===== config.mk =====
export PLATFORM = sky130hd
export DESIGN_NAME = tk_dr_sync_rx
export DESIGN_NICKNAME = d
export VERILOG_FILES = /design/src/rtl/tk_dr_sync_rx.sv
export SDC_FILE = /design/constraint.sdc
export NUM_CORES = 1
export LEC_CHECK = 0
export BUFFER_PORTS_ARGS = -buffer_cell sky130_fd_sc_hd__buf_4
export CAP_MARGIN = 5
export CORE_MARGIN = 2
export CORE_UTILIZATION = 35
export DETAILED_ROUTE_END_ITERATION = 8
export GPL_ROUTABILITY_DRIVEN = 0
export SYNTH_ARGS = -nofsm -noshare
export SYNTH_HDL_FRONTEND = slang
export SYNTH_SLANG_ARGS = --single-unit

===== constraint.sdc =====
create_clock -name clk -period 2.75 [get_ports clk]
set_clock_uncertainty 0.1 [all_clocks]
set_input_delay 0.55 -clock clk [delete_from_list [all_inputs] [get_ports clk]]
set_output_delay 0.55 -clock clk [all_outputs]
set_load 0.02 [all_outputs]

===== src/rtl/tk_dr_sync_rx.sv =====
// rtl/tk_dr_sync_rx.sv - dual-rail 4-phase async receiver with synchronisers and receive FIFO
// Optional illegal-code (both rails high) detection under `TK_DR_RX_ILLEGAL_DET_EN.
module tk_dr_sync_rx #(
    parameter int WIDTH       = 8,
    parameter int SYNC_STAGES = 2,
    parameter int DEPTH       = 2
) (
    input  logic             clk,
    input  logic             rst_n,
    input  logic [WIDTH-1:0] in_r0,
    input  logic [WIDTH-1:0] in_r1,
    output logic             in_a,
    output logic [WIDTH-1:0] out_data,
    output logic             out_valid,
    input  logic             out_ready,
    output logic             err
);

    localparam int AW = $clog2(DEPTH);
    localparam int CW = $clog2(DEPTH) + 1;

    typedef enum logic {
        WAIT_DATA = 1'b0,
        WAIT_RTZ  = 1'b1
    } state_t;

    state_t            state_q;
    logic              in_a_q;
    logic              run_q;

    logic [WIDTH-1:0]  r0_sync_q [SYNC_STAGES];
    logic [WIDTH-1:0]  r1_sync_q [SYNC_STAGES];
    logic [WIDTH-1:0]  r0_sync_d [SYNC_STAGES];
    logic [WIDTH-1:0]  r1_sync_d [SYNC_STAGES];

    logic [WIDTH-1:0]  mem_q [DEPTH];
    logic [WIDTH-1:0]  mem_d [DEPTH];
    logic [AW-1:0]     wr_ptr_q, wr_ptr_d;
    logic [AW-1:0]     rd_ptr_q, rd_ptr_d;
    logic [CW-1:0]     count_q, count_d;
    logic              stage_valid_q, stage_valid_d;
    logic [WIDTH-1:0]  stage_data_q, stage_data_d;

    logic [WIDTH-1:0]  r0_s, r1_s;
    logic [CW-1:0]     occ;
    logic              complete, spacer, pop, space, push_fire;

    // Holds all state still for the first edge after reset release.
    always_ff @(posedge clk or negedge rst_n) begin
        if (!rst_n) begin
            run_q <= 1'b0;
        end else begin
            run_q <= 1'b1;
        end
    end

    always_comb begin
        for (int s = 0; s < SYNC_STAGES; s++) begin
            r0_sync_d[s] = r0_sync_q[s];
            r1_sync_d[s] = r1_sync_q[s];
        end
        if (run_q) begin
            r0_sync_d[0] = in_r0;
            r1_sync_d[0] = in_r1;
            for (int s = 1; s < SYNC_STAGES; s++) begin
                r0_sync_d[s] = r0_sync_q[s-1];
                r1_sync_d[s] = r1_sync_q[s-1];
            end
        end
    end

    always_ff @(posedge clk or negedge rst_n) begin
        if (!rst_n) begin
            for (int s = 0; s < SYNC_STAGES; s++) begin
                r0_sync_q[s] <= '0;
                r1_sync_q[s] <= '0;
            end
        end else begin
            for (int s = 0; s < SYNC_STAGES; s++) begin
                r0_sync_q[s] <= r0_sync_d[s];
                r1_sync_q[s] <= r1_sync_d[s];
            end
        end
    end

    // The staged word lands in the FIFO one edge after the acknowledge, so
    // occupancy counts it; the stage always drains because occ never exceeds DEPTH.
    always_comb begin
        r0_s      = r0_sync_q[SYNC_STAGES-1];
        r1_s      = r1_sync_q[SYNC_STAGES-1];
        complete  = &(r0_s ^ r1_s);
        spacer    = ~|(r0_s | r1_s);
        pop       = (count_q != '0) && out_ready;
        occ       = count_q + CW'(stage_valid_q);
        space     = (occ < CW'(DEPTH)) || ((occ == CW'(DEPTH)) && pop);
        push_fire = run_q && (state_q == WAIT_DATA) && complete && space;

        stage_valid_d = push_fire;
        stage_data_d  = push_fire ? r1_s : stage_data_q;

        mem_d    = mem_q;
        wr_ptr_d = wr_ptr_q;
        rd_ptr_d = rd_ptr_q;
        if (stage_valid_q) begin
            mem_d[wr_ptr_q] = stage_data_q;
            wr_ptr_d        = wr_ptr_q + 1'b1;
        end
        if (pop) begin
            rd_ptr_d = rd_ptr_q + 1'b1;
        end
        count_d = count_q + CW'(stage_valid_q) - CW'(pop);
    end

    always_ff @(posedge clk or negedge rst_n) begin
        if (!rst_n) begin
            for (int i = 0; i < DEPTH; i++) begin
                mem_q[i] <= '0;
            end
            wr_ptr_q      <= '0;
            rd_ptr_q      <= '0;
            count_q       <= '0;
            stage_valid_q <= 1'b0;
            stage_data_q  <= '0;
        end else begin
            for (int i = 0; i < DEPTH; i++) begin
                mem_q[i] <= mem_d[i];
            end
            wr_ptr_q      <= wr_ptr_d;
            rd_ptr_q      <= rd_ptr_d;
            count_q       <= count_d;
            stage_valid_q <= stage_valid_d;
            stage_data_q  <= stage_data_d;
        end
    end

    always_ff @(posedge clk or negedge rst_n) begin
        if (!rst_n) begin
            state_q <= WAIT_DATA;
            in_a_q  <= 1'b0;
        end else if (run_q) begin
            case (state_q)
                WAIT_DATA: begin
                    if (push_fire) begin
                        in_a_q  <= 1'b1;
                        state_q <= WAIT_RTZ;
                    end
                end
                WAIT_RTZ: begin
                    if (spacer) begin
                        in_a_q  <= 1'b0;
                        state_q <= WAIT_DATA;
                    end
                end
                default: begin
                    in_a_q  <= 1'b0;
                    state_q <= WAIT_DATA;
                end
            endcase
        end
    end

`ifdef TK_DR_RX_ILLEGAL_DET_EN
    logic err_q, err_d;

    always_comb begin
        err_d = err_q | (run_q & (|(r0_s & r1_s)));
    end

    always_ff @(posedge clk or negedge rst_n) begin
        if (!rst_n) begin
            err_q <= 1'b0;
        end else begin
            err_q <= err_d;
        end
    end

    assign err = err_q;
`else
    assign err = 1'b0;
`endif

    assign in_a      = in_a_q;
    assign out_valid = (count_q != '0);
    assign out_data  = mem_q[rd_ptr_q];

endmodule


==> key figures <==
Critical path
  • Reg2reg start: stage_valid_q
  • CP cell instances: mux2_2 > buf_4
  • Arrival @ worst endpoint: 1470 ps
  • Critical path's slowest cell: dfrtp_1
  • Crit Path Category: flip-flop to output port
  • Startpoint types: flip-flop
  • Critical path launch point: rd_ptr_q
  • Worst EP required: between 2000 and 2500 ps
  • Worst reg-to-reg path cell count: 5
  • Crit-path max cell delay: about 590 ps
  • CP Capture Type: output port
  • Crit path max fanout: 9
  • RR Endpoint: stage_data_q[5]
  • R2R Setup Slk: 870 ps

Global route
  • Gr usage total: 11.8%
  • Antenna violations before repair: 0
  • Vias in the first global route: 1,613
  • Largest net degree at the start of global routing: between 60 and 70
  • Overflow left after global routing: 0
  • First-pass GRT wire length: 7.69 mm

CTS
  • Number of clock sinks: 64
  • Worst-path clk slew: around 70 ps
  • Worst-Skew Late Latency: 330 ps
  • TritonCTS clock tree: done
  • H-tree depth: 3
  • Root Buffer: clkbuf_8
  • Post-CTS setup buffer count: 0
  • Post-CTS Resized: 0
  • Post-CTS Hold Buffers: 0
  • Worst-case clock buffer depth: 2
  • Cts bufs inserted: 9

Timing
  • Fin. Hold Viols: 0
  • Final setup violation count: 0
  • Setup TNS: 0 ps
  • Achievable frequency: roughly 470 MHz
  • Relative slew slack: 46.8%
  • Fin crit period: about 2100 ps
  • RSZ-0062 raised after global routing: false
  • Slew @ Worst Pin: around 800 ps
  • Max-slew violation count: 0
  • Fin crit share: ~77%

Routing
  • Via count: 1,572
  • Vias/cell: roughly 4.5
  • Post-DR wirelength/cell: around 13 um
  • Initial DRC Count: 96
  • Drt pass-1 iters: 4
  • Routed wire length: around 4.4 mm
  • Detailed-route DRC error count: 0
  • Antenna-violating nets left: 0

Synthesis
  • Synth warn: 0
  • Post-synth EDFFs: 0
  • Syn_nets: around 240
  • Synth cell count leaders: dfrtp_1 (64), mux2_2 (48), nand2_1 (21)
  • Cell accounting for the most synthesized area: dfrtp_1
  • Register area share after synthesis: 59.0%
  • Syn Area/Cell: ~13 um^2
  • Netlist cell types: 28
  • Count leader, synth: dfrtp_1
  • Asr flop ratio synth: 100%
  • Cell Area, Synth: ~2700 um^2
  • Mapped Cells: 212
  • Synth area leaders: dfrtp_1 (59%), mux2_2 (20%), ha_1 (4.6%)
  • Ys flop type: dfrtp_1
  • Synth top area share: about three fifths
  • Post-synthesis register bit count: 64

Floorplanning
  • Rows: 32
  • Die height: slightly above 90 um
  • Initial core utilization: roughly 36%
  • Number of top-level pins: 30
  • Die ar.: 8470 um^2
  • Core Area: about 7600 um^2
  • Die W: roughly 92 um

Power and ir drop
  • Total power: about 0.0022 W
  • Worst VDD drop: between 0.0003 and 0.0004 V
  • Leak: between 1.5 and 2 nW
  • Cell Pwr Density: between 600 and 700 nW/um^2

Placement
  • IO buf count: 28
  • Cell total after placement: 334
  • Dpl hpwl: approximately 3 mm

Cells and area
  • # fillers: 761
  • Layout area overhead: 18.5%
  • Final Non-Filler Cells: 350
  • Total Nets Final: between 200 and 300
  • Layout cell share with drive strength beyond 1: between 30 and 40%
  • Diodes inserted: 0

Run status
  • Status: finished clean

Worst hold path
  • Worst min path class: input pin to asynchronous set/reset pin

Flow run
  • Total of max-cap violations: 0
[logic make-up after synthesis]
group,count (synthesis),share of synthesized area [%]
buffers and inverters,28,4.24
AOI/OAI and AO/OA,20,3.97
muxes,48,19.9
other,2,0.277
DFF,64,59.0
adders and majority gates,10,4.61
xor gates and xnor gates,4,1.29
and+or+nand+nor,36,6.64
[routing by layer]
metal	global-route usage (%)	share of wire, %	vias to the layer above
met4	7.09	1.3	0
li1	-	-	779
met5	0	0	-
met2	16.6	44	31
met1	16.3	50	756
met3	2.96	4.1	6
[cell type report]
class / count / area, um^2 / area share [%]
well taps: 102 / 128 / 3.97
inverters: 19 / 71.3 / 2.22
repair buffers: 29 / 218 / 6.78
clock buffers: 13 / 159 / 4.95
flip-flops and latches: 64 / 1600 / 49.8
multi-input cells: 120 / 996 / 31.0
clock inverters: 3 / 40.0 / 1.25
[layout by cell type, fill, tap and decap left out, types with 2 or more instances in the layout]
cell and count:
clkinv_2 2, o21ai_0 17, nand2_1 21, xnor2_1 2
mux2_2 48, clkbuf_8 11, nand3_1 2, dfrtp_1 64
ha_1 10, nand4_1 2, xor2_1 2, inv_1 19
clkbuf_1 2, buf_4 29, conb_1 2
[power by group]
| part | total, W | switching (W) | leakage (nW) | internal (W) |
|---|---|---|---|---|
| clock network | 0.000801 | 0.000335 | 0.103 | 0.000466 |
| registers | 0.00110 | 0.0000729 | 0.816 | 0.00102 |
| logic | 0.000279 | 0.000138 | 0.701 | 0.000142 |
| total | 0.00218 | 0.000545 | 1.62 | 0.00163 |
[worst max-delay path, delay by kind of cell, from the launching register on]
| family | cells | cell delay, ps |
|---|---|---|
| buffers and inverters | 1 | 160 |
| muxes | 1 | 390 |
| DFF | 1 | 590 |
[flip-flops by register name, indices dropped and copies added (netlist names)]
register,cells
count_q,2
in_a,1
mem_q,16
r0_s,8
r0_sync_q,8
r1_s,8
r1_sync_q,8
rd_ptr_q,1
run_q,1
stage_data_q,8
stage_valid_q,1
state_q,1
wr_ptr_q,1
[worst max path at each step]
stage | endpoint | cells past startpoint
2_1_floorplan | stage_data_q[0] | 5
3_3_place_gp | stage_data_q[5] | 5
6_report | out_data[7] | 2
4_1_cts | out_data[7] | 2
5_1_grt | out_data[1] | 2
3_5_place_dp | stage_data_q[5] | 5
[per-stage QoR]
stage	util [%]	hold WS, ps	instance area [um^2]	setup WS [ps]
2_1_floorplan	-	154	2710	1010
3_3_place_gp	39.6	362	3010	882
3_5_place_dp	39.6	371	3010	863
4_1_cts	42.2	229	3210	560
5_1_grt	42.2	282	3210	522
6_report	42.2	215	3210	631
Note: power is estimated with default switching activity, not from simulation.
